$ cat src/rtl/mul8_seq_pkg.sv
// Shared types and helpers for the nibble-serial 8x8 multiplier sequencer.
// Quadrant codes double as the sub_sel value exported to the external 4x4 core.
package mul8_seq_pkg;

   typedef enum logic [2:0] {
      ST_IDLE,
      ST_LL,
      ST_LH,
      ST_HL,
      ST_HH,
      ST_DONE
   } state_t;

   localparam logic [1:0] QUAD_LL = 2'd0;
   localparam logic [1:0] QUAD_LH = 2'd1;
   localparam logic [1:0] QUAD_HL = 2'd2;
   localparam logic [1:0] QUAD_HH = 2'd3;

   localparam logic [3:0] SHIFT_LL = 4'd0;
   localparam logic [3:0] SHIFT_LH = 4'd4;
   localparam logic [3:0] SHIFT_HL = 4'd4;
   localparam logic [3:0] SHIFT_HH = 4'd8;

   function automatic logic [3:0] quad_shift(input logic [1:0] q);
      case (q)
         QUAD_LL: return SHIFT_LL;
         QUAD_LH: return SHIFT_LH;
         QUAD_HL: return SHIFT_HL;
         default: return SHIFT_HH;
      endcase
   endfunction

   // Bit q of sel picks the high nibble: bit 1 for the a side, bit 0 for the b side.
   function automatic logic [3:0] nib_a(input logic [1:0] q, input logic [7:0] a);
      return q[1] ? a[7:4] : a[3:0];
   endfunction

   function automatic logic [3:0] nib_b(input logic [1:0] q, input logic [7:0] b);
      return q[0] ? b[7:4] : b[3:0];
   endfunction

   function automatic logic [3:0] skip_mask(input logic [7:0] a, input logic [7:0] b,
                                            input logic en);
      logic [3:0] m;
      for (int i = 0; i < 4; i++)
         m[i] = (nib_a(i[1:0], a) == 4'h0) || (nib_b(i[1:0], b) == 4'h0);
      return en ? m : 4'b0000;
   endfunction

   // Returns {found, quad}: the first non-skipped quadrant at or after 'from'.
   function automatic logic [2:0] next_quad(input logic [2:0] from, input logic [3:0] skip);
      logic [2:0] r;
      r = 3'b000;
      for (int i = 3; i >= 0; i--)
         if (i >= int'(from) && !skip[i])
            r = {1'b1, i[1:0]};
      return r;
   endfunction

   function automatic state_t quad_state(input logic [1:0] q);
      case (q)
         QUAD_LL: return ST_LL;
         QUAD_LH: return ST_LH;
         QUAD_HL: return ST_HL;
         default: return ST_HH;
      endcase
   endfunction

endpackage

$ cat src/rtl/mul8_seq_ctrl_if.sv
// Operand and result valid/ready streams of the sequenced multiplier.
interface mul8_seq_ctrl_if;
   logic        in_valid;
   logic        in_ready;
   logic [7:0]  a;
   logic [7:0]  b;
   logic        out_valid;
   logic        out_ready;
   logic [15:0] prod;

   modport master (output in_valid, a, b, out_ready,
                   input  in_ready, out_valid, prod);
   modport slave  (input  in_valid, a, b, out_ready,
                   output in_ready, out_valid, prod);
endinterface

$ cat src/rtl/mul8_seq_ctrl_pp_accum.sv
// Partial-product accumulator: shifts the core result by quadrant weight and
// adds it into a 16-bit register that wraps modulo 2^16.
module pp_accum
   import mul8_seq_pkg::*;
(
   input  logic        clk,
   input  logic        rst_n,
   input  logic        clr,
   input  logic        en,
   input  logic [1:0]  sel,
   input  logic [7:0]  sub_prod,
   output logic [15:0] acc
);

   logic [15:0] term;

   always_comb begin
      term = {8'h00, sub_prod} << quad_shift(sel);
   end

   always_ff @(posedge clk or negedge rst_n) begin
      if (!rst_n)
         acc <= 16'h0000;
      else if (clr)
         acc <= 16'h0000;
      else if (en)
         acc <= acc + term;
   end

endmodule

$ cat src/rtl/mul8_seq_ctrl.sv
// 8x8 unsigned multiply sequenced over one shared external 4x4 core,
// one nibble quadrant per cycle in the order LL, LH, HL, HH.
//
// state | meaning
// IDLE  | in_ready high, waiting for an operand pair
// LL    | core fed a[3:0] x b[3:0], weight 1
// LH    | core fed a[3:0] x b[7:4], weight 16
// HL    | core fed a[7:4] x b[3:0], weight 16
// HH    | core fed a[7:4] x b[7:4], weight 256
// DONE  | out_valid high, prod held until out_ready
module mul8_seq_ctrl
   import mul8_seq_pkg::*;
#(
   parameter bit ZERO_SKIP = 1'b0
) (
   input  logic                  clk,
   input  logic                  rst_n,
   mul8_seq_ctrl_if.slave        bus,
   output logic [3:0]            sub_a,
   output logic [3:0]            sub_b,
   output logic [1:0]            sub_sel,
   output logic                  sub_active,
   input  logic [7:0]            sub_prod
);

   state_t      state;
   logic [7:0]  a_q;
   logic [7:0]  b_q;
   logic [3:0]  skip_q;
   logic        in_ready_q;
   logic        out_valid_q;
   logic [15:0] acc;

   logic [3:0]  acc_skip;
   logic [2:0]  go_q;
   logic [7:0]  go_a;
   logic [7:0]  go_b;
   logic        accept;

   assign accept        = (state == ST_IDLE) && bus.in_valid;
   assign bus.in_ready  = in_ready_q;
   assign bus.out_valid = out_valid_q;
   assign bus.prod      = acc;

   // In IDLE the skip mask comes straight from the incoming operands so the
   // first live quadrant is entered on the accept edge with no extra cycle.
   always_comb begin
      acc_skip = skip_mask(bus.a, bus.b, ZERO_SKIP);
      if (state == ST_IDLE) begin
         go_q = next_quad(3'd0, acc_skip);
         go_a = bus.a;
         go_b = bus.b;
      end else begin
         go_q = next_quad({1'b0, sub_sel} + 3'd1, skip_q);
         go_a = a_q;
         go_b = b_q;
      end
   end

   always_ff @(posedge clk or negedge rst_n) begin
      if (!rst_n) begin
         state       <= ST_IDLE;
         a_q         <= 8'h00;
         b_q         <= 8'h00;
         skip_q      <= 4'h0;
         in_ready_q  <= 1'b1;
         out_valid_q <= 1'b0;
         sub_a       <= 4'h0;
         sub_b       <= 4'h0;
         sub_sel     <= 2'd0;
         sub_active  <= 1'b0;
      end else begin
         case (state)
            ST_IDLE, ST_LL, ST_LH, ST_HL, ST_HH: begin
               if (state != ST_IDLE || bus.in_valid) begin
                  if (state == ST_IDLE) begin
                     a_q        <= bus.a;
                     b_q        <= bus.b;
                     skip_q     <= acc_skip;
                     in_ready_q <= 1'b0;
                  end
                  if (go_q[2]) begin
                     state      <= quad_state(go_q[1:0]);
                     sub_active <= 1'b1;
                     sub_sel    <= go_q[1:0];
                     sub_a      <= nib_a(go_q[1:0], go_a);
                     sub_b      <= nib_b(go_q[1:0], go_b);
                  end else begin
                     state       <= ST_DONE;
                     out_valid_q <= 1'b1;
                     sub_active  <= 1'b0;
                     sub_sel     <= 2'd0;
                     sub_a       <= 4'h0;
                     sub_b       <= 4'h0;
                  end
               end
            end
            ST_DONE: begin
               if (bus.out_ready) begin
                  state       <= ST_IDLE;
                  out_valid_q <= 1'b0;
                  in_ready_q  <= 1'b1;
               end
            end
            default: begin
               state       <= ST_IDLE;
               in_ready_q  <= 1'b1;
               out_valid_q <= 1'b0;
               sub_active  <= 1'b0;
            end
         endcase
      end
   end

   pp_accum u_pp_accum (
      .clk      (clk),
      .rst_n    (rst_n),
      .clr      (accept),
      .en       (sub_active),
      .sel      (sub_sel),
      .sub_prod (sub_prod),
      .acc      (acc)
   );

endmodule
$ cat src/flat_wrapper.sv
// flat-port wrapper written by rule: the top's interface ports become plain ports
module mul8_seq_ctrl_flat import mul8_seq_pkg::*;
#(
   parameter bit ZERO_SKIP = 1'b0
)
  (clk, rst_n, sub_a, sub_b, sub_sel, sub_active, sub_prod, bus_in_valid, bus_a, bus_b, bus_out_ready, bus_in_ready, bus_out_valid, bus_prod);
  mul8_seq_ctrl_if bus_i ();
  input  logic clk;
  input  logic rst_n;
  output logic [3:0] sub_a;
  output logic [3:0] sub_b;
  output logic [1:0] sub_sel;
  output logic sub_active;
  input  logic [7:0] sub_prod;
  input wire logic [$bits(bus_i.in_valid)-1:0] bus_in_valid;
  input wire logic [$bits(bus_i.a)-1:0] bus_a;
  input wire logic [$bits(bus_i.b)-1:0] bus_b;
  input wire logic [$bits(bus_i.out_ready)-1:0] bus_out_ready;
  output wire logic [$bits(bus_i.in_ready)-1:0] bus_in_ready;
  output wire logic [$bits(bus_i.out_valid)-1:0] bus_out_valid;
  output wire logic [$bits(bus_i.prod)-1:0] bus_prod;
  assign bus_i.in_valid = bus_in_valid;
  assign bus_i.a = bus_a;
  assign bus_i.b = bus_b;
  assign bus_i.out_ready = bus_out_ready;
  assign bus_in_ready = bus_i.in_ready;
  assign bus_out_valid = bus_i.out_valid;
  assign bus_prod = bus_i.prod;
  mul8_seq_ctrl #(.ZERO_SKIP(ZERO_SKIP)) u_core (.clk(clk), .rst_n(rst_n), .bus(bus_i), .sub_a(sub_a), .sub_b(sub_b), .sub_sel(sub_sel), .sub_active(sub_active), .sub_prod(sub_prod));
endmodule
$ cat config.mk
export PLATFORM = sky130hd
export DESIGN_NAME = mul8_seq_ctrl_flat
export DESIGN_NICKNAME = d
export VERILOG_FILES = /design/src/rtl/mul8_seq_pkg.sv /design/src/rtl/mul8_seq_ctrl_if.sv /design/src/rtl/mul8_seq_ctrl_pp_accum.sv /design/src/rtl/mul8_seq_ctrl.sv /design/src/flat_wrapper.sv
export SDC_FILE = /design/constraint.sdc
export NUM_CORES = 1
export LEC_CHECK = 0
export CORE_MARGIN = 2
export CORE_UTILIZATION = 48
export DETAILED_ROUTE_END_ITERATION = 7
export GPL_ROUTABILITY_DRIVEN = 0
export PLACE_DENSITY = 0.77
export SYNTH_ARGS = -nofsm -noshare
export SYNTH_HDL_FRONTEND = slang
export SYNTH_SLANG_ARGS = --single-unit
$ cat constraint.sdc
create_clock -name clk -period 3.3 [get_ports clk]
set_input_delay 0.66 -clock clk [delete_from_list [all_inputs] [get_ports clk]]
set_output_delay 0.66 -clock clk [all_outputs]
set_load 0.05 [all_outputs]
==> flow_summary.json, run 1 <==
{
  "wl_mm": 7.23,
  "vias": 2731,
  "finalSetupViolCount": 0,
  "portBuffers": 56,
  "routedWlPerCell_um": 14.9,
  "fp-row-count": 29,
  "rsz0062_at_grt": "yes",
  "end_kind": "register",
  "synth_cell_types": 55,
  "diodes": 0,
  "overflow": 0,
  "slew_headroom_pct": 48.6,
  "hold_viol_final": 0,
  "cts_hold_buf": 0,
  "synth_seq_cells": 48,
  "nets": 455,
  "pin_count": 57,
  "holdWs_ps": 415,
  "n_fill_cell": 577,
  "firstDrtPassIters": 4,
  "clk_path_buf_depth": 2,
  "die_w_um": 84.5,
  "drt_iter0_drc": 163,
  "viasPerCell": 5.62,
  "critPathKind": "register to register",
  "start_util_pct": 49.3,
  "fmax_ghz": 0.320,
  "synth_top_area_cell": "dfrtp_1",
  "clkTransAtPathRegs_ps": 100,
  "clk_latency_ps": 310,
  "yosysMostFrequentCell": "nand2_1",
  "drive_above_1_share_pct": 9.78,
  "grt_max_degree": 36,
  "max_cap_violations": 0,
  "ant_nets": 0,
  "clockRootBuffer": "clkbuf_8",
  "tightestPinTransition_ps": 771,
  "synth_area_sq_mm": 0.00311,
  "drc": 0,
  "fin_cells": 486,
  "critical_path_required_ps": 3550,
  "syn-num-nets": 401,
  "min_period_over_period_pct": 94.8,
  "hold_path_class": "primary input to asynchronous set/reset pin",
  "postPlaceCellArea_sq_mm": 0.00376,
  "grt_pass1_wl_mm": 12.3,
  "post-dp-hpwl_mm": 5.37,
  "grt_usage_pct": 20.9,
  "yosys.area.top_type_share_pct": 37.8,
  "worst_clock_skew_ps": 8.63,
  "htree_levels": 2,
  "drv_slew": 0,
  "synth_edf_count": 0,
  "worst-path-max-fanout": 6,
  "synth.area.top_cells": "dfrtp_1 (38%), nand2_1 (7.5%), ha_1 (7.2%)",
  "avgSynthCellArea_sq_um": 8.79,
  "cts_sinks": 48,
  "synthFlopType": "dfrtp_1",
  "synth_common_cells": "nand2_1 (62), dfrtp_1 (47), nor2_1 (35), a21oi_1 (28), mux2i_1 (19)",
  "die_h_um": 84.5,
  "seq_area_frac_synth_pct": 38.7,
  "syn_to_final_growth_pct": 24.7,
  "cts_tree": "built",
  "status": "complete, no violations",
  "cp.arrival_ps": 3370,
  "cts_buffers": 5,
  "dp.cells": 478,
  "seqCellArea_sq_mm": 0.00120,
  "antenna_found_initial": 0,
  "die-area_sq_mm": 0.00714,
  "synthCells": 354,
  "fin_area_sq_mm": 0.00388,
  "multi_input_area_sq_mm": 0.00179,
  "postCtsSetupBuffers": 0,
  "grt_pass1_vias": 2684,
  "period_minus_slack_ps": 3130,
  "startpoint_type": "register",
  "yosysWarnings": 0,
  "core_area_sq_mm": 0.00631,
  "async_flop_share_pct": 100
}
cell families after synthesis:
| kind of cell | count (synthesis) | share of synthesized area (%) |
|---|---|---|
| adder cells (fa/ha/maj) | 19 | 7.88 |
| AO/OA/AOI/OAI | 83 | 18.2 |
| XOR/XNOR | 9 | 2.53 |
| AND/OR/NAND/NOR | 142 | 20.8 |
| buffers and inverters | 29 | 3.90 |
| multiplexers | 24 | 8.04 |
| flip-flops | 48 | 38.7 |
through the flow:
step	setup slack, ps	utilization [%]	setup TNS [ps]
4_1_cts	79.6	61.4	0
6_report	171	61.4	0
2_1_floorplan	44.1	-	0
3_3_place_gp	110	59.6	0
5_1_grt	-3.52	61.4	-3.52
3_5_place_dp	38.6	59.6	0
critical path, stage by stage (launching register included):
cell and delay, ps:
dfrtp_2 460, ha_1 330, nor2_2 190, and2_1 160, ha_1 180, inv_1 60, fa_1 380, and2b_1 240
o211ai_2 100, a311oi_2 270, buf_4 180, o211ai_2 100, mux2_4 320, a21oi_2 100
worst paths after layout:
kind,from,to,slack (ps),cells after the start
max,u_core.sub_sel[0]$_DFFE_PN0P_,u_core.u_pp_accum.acc[12]$_DFFE_PN0P_,170,13
min,rst_n,u_core.u_pp_accum.acc[3]$_DFFE_PN0P_,410,1
max reg2reg,u_core.sub_sel[0]$_DFFE_PN0P_,u_core.u_pp_accum.acc[12]$_DFFE_PN0P_,170,13
min reg2reg,u_core.b_q[2]$_DFFE_PN0P_,u_core.b_q[2]$_DFFE_PN0P_,490,2
max in group asynchronous,rst_n,u_core.bus.in_ready$_DFFE_PN1P_,2110,2
min in group clk,u_core.b_q[2]$_DFFE_PN0P_,u_core.b_q[2]$_DFFE_PN0P_,490,2
final cells by class:
cell class	instances	area share, %
multi-input combinational	277	46.1
sequential	48	31.1
timing repair buffer	67	16.5
tap	77	2.48
clock buffer	5	1.77
clock inverter	3	1.19
inverter	9	0.871
flip-flops by register name, indices dropped and copies added, names as in the netlist:
| name | flops |
|---|---|
| u_core.sub_active | 1 |
| u_core.state | 3 |
| u_core.b_q | 8 |
| u_core.a_q | 8 |
| u_core.sub_sel | 2 |
| u_core.sub_b | 4 |
| u_core.u_pp_accum.acc | 16 |
| u_core.sub_a | 4 |
| u_core.bus.in_ready | 1 |
| u_core.bus.out_valid | 1 |
timing repair:
item / 4_1_cts / 5_1_grt
hold endpoints to repair: 0 / 0
setup endpoints to repair: 0 / 2
gates resized for setup: 0 / 1
placed cells by master (no fill, tap or decap), types with 8 or more instances in the layout:
cell type        instances
a21o_1                   8
a21oi_1                 28
buf_4                   11
clkdlybuf4s50_1         55
dfrtp_1                 45
ha_1                    18
inv_1                    9
mux2i_1                 19
nand2_1                 62
nor2_1                  34
nor3_1                   9
o21ai_0                 12
xnor2_1                  8
metal layers:
layer / wire length (um) / up-vias / track usage [%]
met5: 0 / - / 0
met4: 117 / 0 / 6.20
met3: 286 / 11 / 4.13
met2: 3530 / 54 / 34.0
met1: 3300 / 1322 / 28.4
li1: - / 1344 / -
Power of run 1 is not shown: default switching activity piles up to over one toggle a cycle in this logic, so the estimate is an artifact.
==> run 2: changes to the inputs <==
Clock period 3.3 ns to 2.75 ns, I/O delays scaled along.
==> run 2 against run 1 <==
Against the previous run: the flow now finishes with violations (negative setup slack); via count rose by 5.3%; worst setup slack got worse by 260 ps; clock skew barely moved; hold slack got worse by 240 ps; critical endpoint is now u_core.u_pp_accum.acc[15]$_DFFE_PN0P_; critical path type unchanged.
==> flow_summary.json, run 2 (synthesis results as in run 1) <==
{
  "pin_count": 57,
  "clk_path_buf_depth": 2,
  "path_buf_inv": 1,
  "finalSetupViolCount": 5,
  "critPathKind": "register to register",
  "startpoint_type": "register",
  "slew_headroom_pct": 66.1,
  "min_period_over_period_pct": 103,
  "cts_sinks": 48,
  "holdWs_ps": 172,
  "final_common_cell": "nand2_1",
  "max_cap_violations": 0,
  "post-dp-hpwl_mm": 5.71,
  "die_w_um": 84.5,
  "ant_nets": 0,
  "clk_latency_ps": 310,
  "fmax_ghz": 0.352,
  "drive_above_1_share_pct": 21.8,
  "start_util_pct": 49.3,
  "core_area_sq_mm": 0.00631,
  "clockRootBuffer": "clkbuf_8",
  "status": "finished with violations",
  "largest_register_ffs": 16,
  "firstDrtPassIters": 5,
  "r2r_setup_slack_ps": -90,
  "grt_pass1_vias": 2873,
  "syn_to_final_growth_pct": 39.1,
  "worst_clock_skew_ps": 8.19,
  "nets": 496,
  "period_minus_slack_ps": 2840,
  "postPlaceCellArea_sq_mm": 0.00407,
  "cp.arrival_ps": 3070,
  "grt_max_degree": 28,
  "rsz0062_at_grt": "yes",
  "failed_checks": "negative setup slack",
  "fp-row-count": 29,
  "diodes": 0,
  "die_h_um": 84.5,
  "setup_ws_ps": -90.6,
  "cts_hold_buf": 0,
  "antenna_found_initial": 0,
  "critical_path_required_ps": 2980,
  "reg2reg_depth": 11,
  "wl_mm": 7.84,
  "drc": 0,
  "worst-path-max-fanout": 6,
  "fin_area_sq_mm": 0.00433,
  "die-area_sq_mm": 0.00714,
  "routedWlPerCell_um": 14.9,
  "clkTransAtPathRegs_ps": 100,
  "vias": 2876,
  "layout_common_cells": "nand2_1 (62), clkdlybuf4s50_1 (55), buf_4 (51)",
  "viasPerCell": 5.46,
  "slowest_delay_ps": 450,
  "cts_tree": "built",
  "drv_slew": 0,
  "tightestPinTransition_ps": 507,
  "r2r-end": "u_core.u_pp_accum.acc[15]$_DFFE_PN0P_",
  "hold_viol_final": 0,
  "overflow": 0,
  "portBuffers": 56,
  "grt_usage_pct": 23.2,
  "reg_top3": "u_core.u_pp_accum.acc: 16 flops, u_core.a_q: 8 flops, u_core.b_q: 8 flops",
  "drt_iter0_drc": 147,
  "hold_path_class": "primary input to asynchronous set/reset pin",
  "finalSetupTns_ps": -265,
  "cts_buffers": 5,
  "regMostFlops": "u_core.u_pp_accum.acc",
  "regToRegStartpoint": "u_core.sub_sel[0]$_DFFE_PN0P_",
  "path_cells": "ha_4 > buf_6 > mux2i_4 > nor2_1 > ha_1 > o211ai_1 > o211ai_2 > nand4_1 > a211o_1 > mux2i_1 > mux2i_1",
  "slowest_stage": "dfrtp_2",
  "critical_path.top_delay_family": "compound AO/OA/AOI/OAI gates",
  "grt_pass1_wl_mm": 13.4,
  "path_common_cell": "mux2i_1",
  "htree_levels": 2,
  "end_kind": "register"
}
## run 2: changes by cell type in the layout (fill, tap and decap cells not counted), sizes merged
cell,delta
buf,+41
## run 2: stage by stage
step / cells / worst slack (ps) / util [%]
final: 527 / -90.6 / 68.5
after global routing: 527 / -257 / 68.5
after CTS: 522 / -92.0 / 66.8
after detailed placement: 512 / -302 / 64.4
after global placement: 512 / -259 / 64.4
after floorplan: 354 / -210 / -
## run 2: worst max-delay path by stage
stage	slack [ps]	to	start	cells past startpoint
6_report	-90	u_core.u_pp_accum.acc[15]$_DFFE_PN0P_	u_core.sub_sel[0]$_DFFE_PN0P_	11
5_1_grt	-260	u_core.u_pp_accum.acc[15]$_DFFE_PN0P_	u_core.sub_sel[0]$_DFFE_PN0P_	11
4_1_cts	-90	u_core.u_pp_accum.acc[12]$_DFFE_PN0P_	u_core.sub_sel[0]$_DFFE_PN0P_	12
3_5_place_dp	-300	u_core.u_pp_accum.acc[12]$_DFFE_PN0P_	sub_prod[0]	11
3_3_place_gp	-260	u_core.u_pp_accum.acc[12]$_DFFE_PN0P_	sub_prod[0]	11
2_1_floorplan	-210	u_core.u_pp_accum.acc[12]$_DFFE_PN0P_	u_core.sub_sel[0]$_DFFE_PN0P_	13
## run 2: routing by layer
layer | share of wire (%) | vias to the layer above | global-route usage (%)
li1 | - | 1433 | -
met1 | 46 | 1372 | 31.4
met2 | 50 | 62 | 38.8
met3 | 3.4 | 9 | 3.44
met4 | 1.3 | 0 | 6.49
met5 | 0 | - | 0
## run 2: worst register-to-register path: stages, from the launching register on
cell and delay (ps):
dfrtp_2 450, ha_4 330, buf_6 110, mux2i_4 220, nor2_1 70, ha_1 360, o211ai_1 160, o211ai_2 240
nand4_1 110, a211o_1 320, mux2i_1 190, mux2i_1 210
## run 2: cell type report
type                       count  area, sq um
timing repair buffer         108          950
sequential                    48         1200
fill                         499         1990
inverter                       9         33.8
clock buffer                   5         68.8
multi-input combinational    277         1930
clock inverter                 3         46.3
tap                           77         96.3
## run 2: timing repair
action / CTS / global route
pin swaps: 8 / 10
setup buffers: 2 / 5
gates resized for setup: 5 / 15
setup endpoints to repair: 6 / 10
Power of run 2 is left out for the same reason.
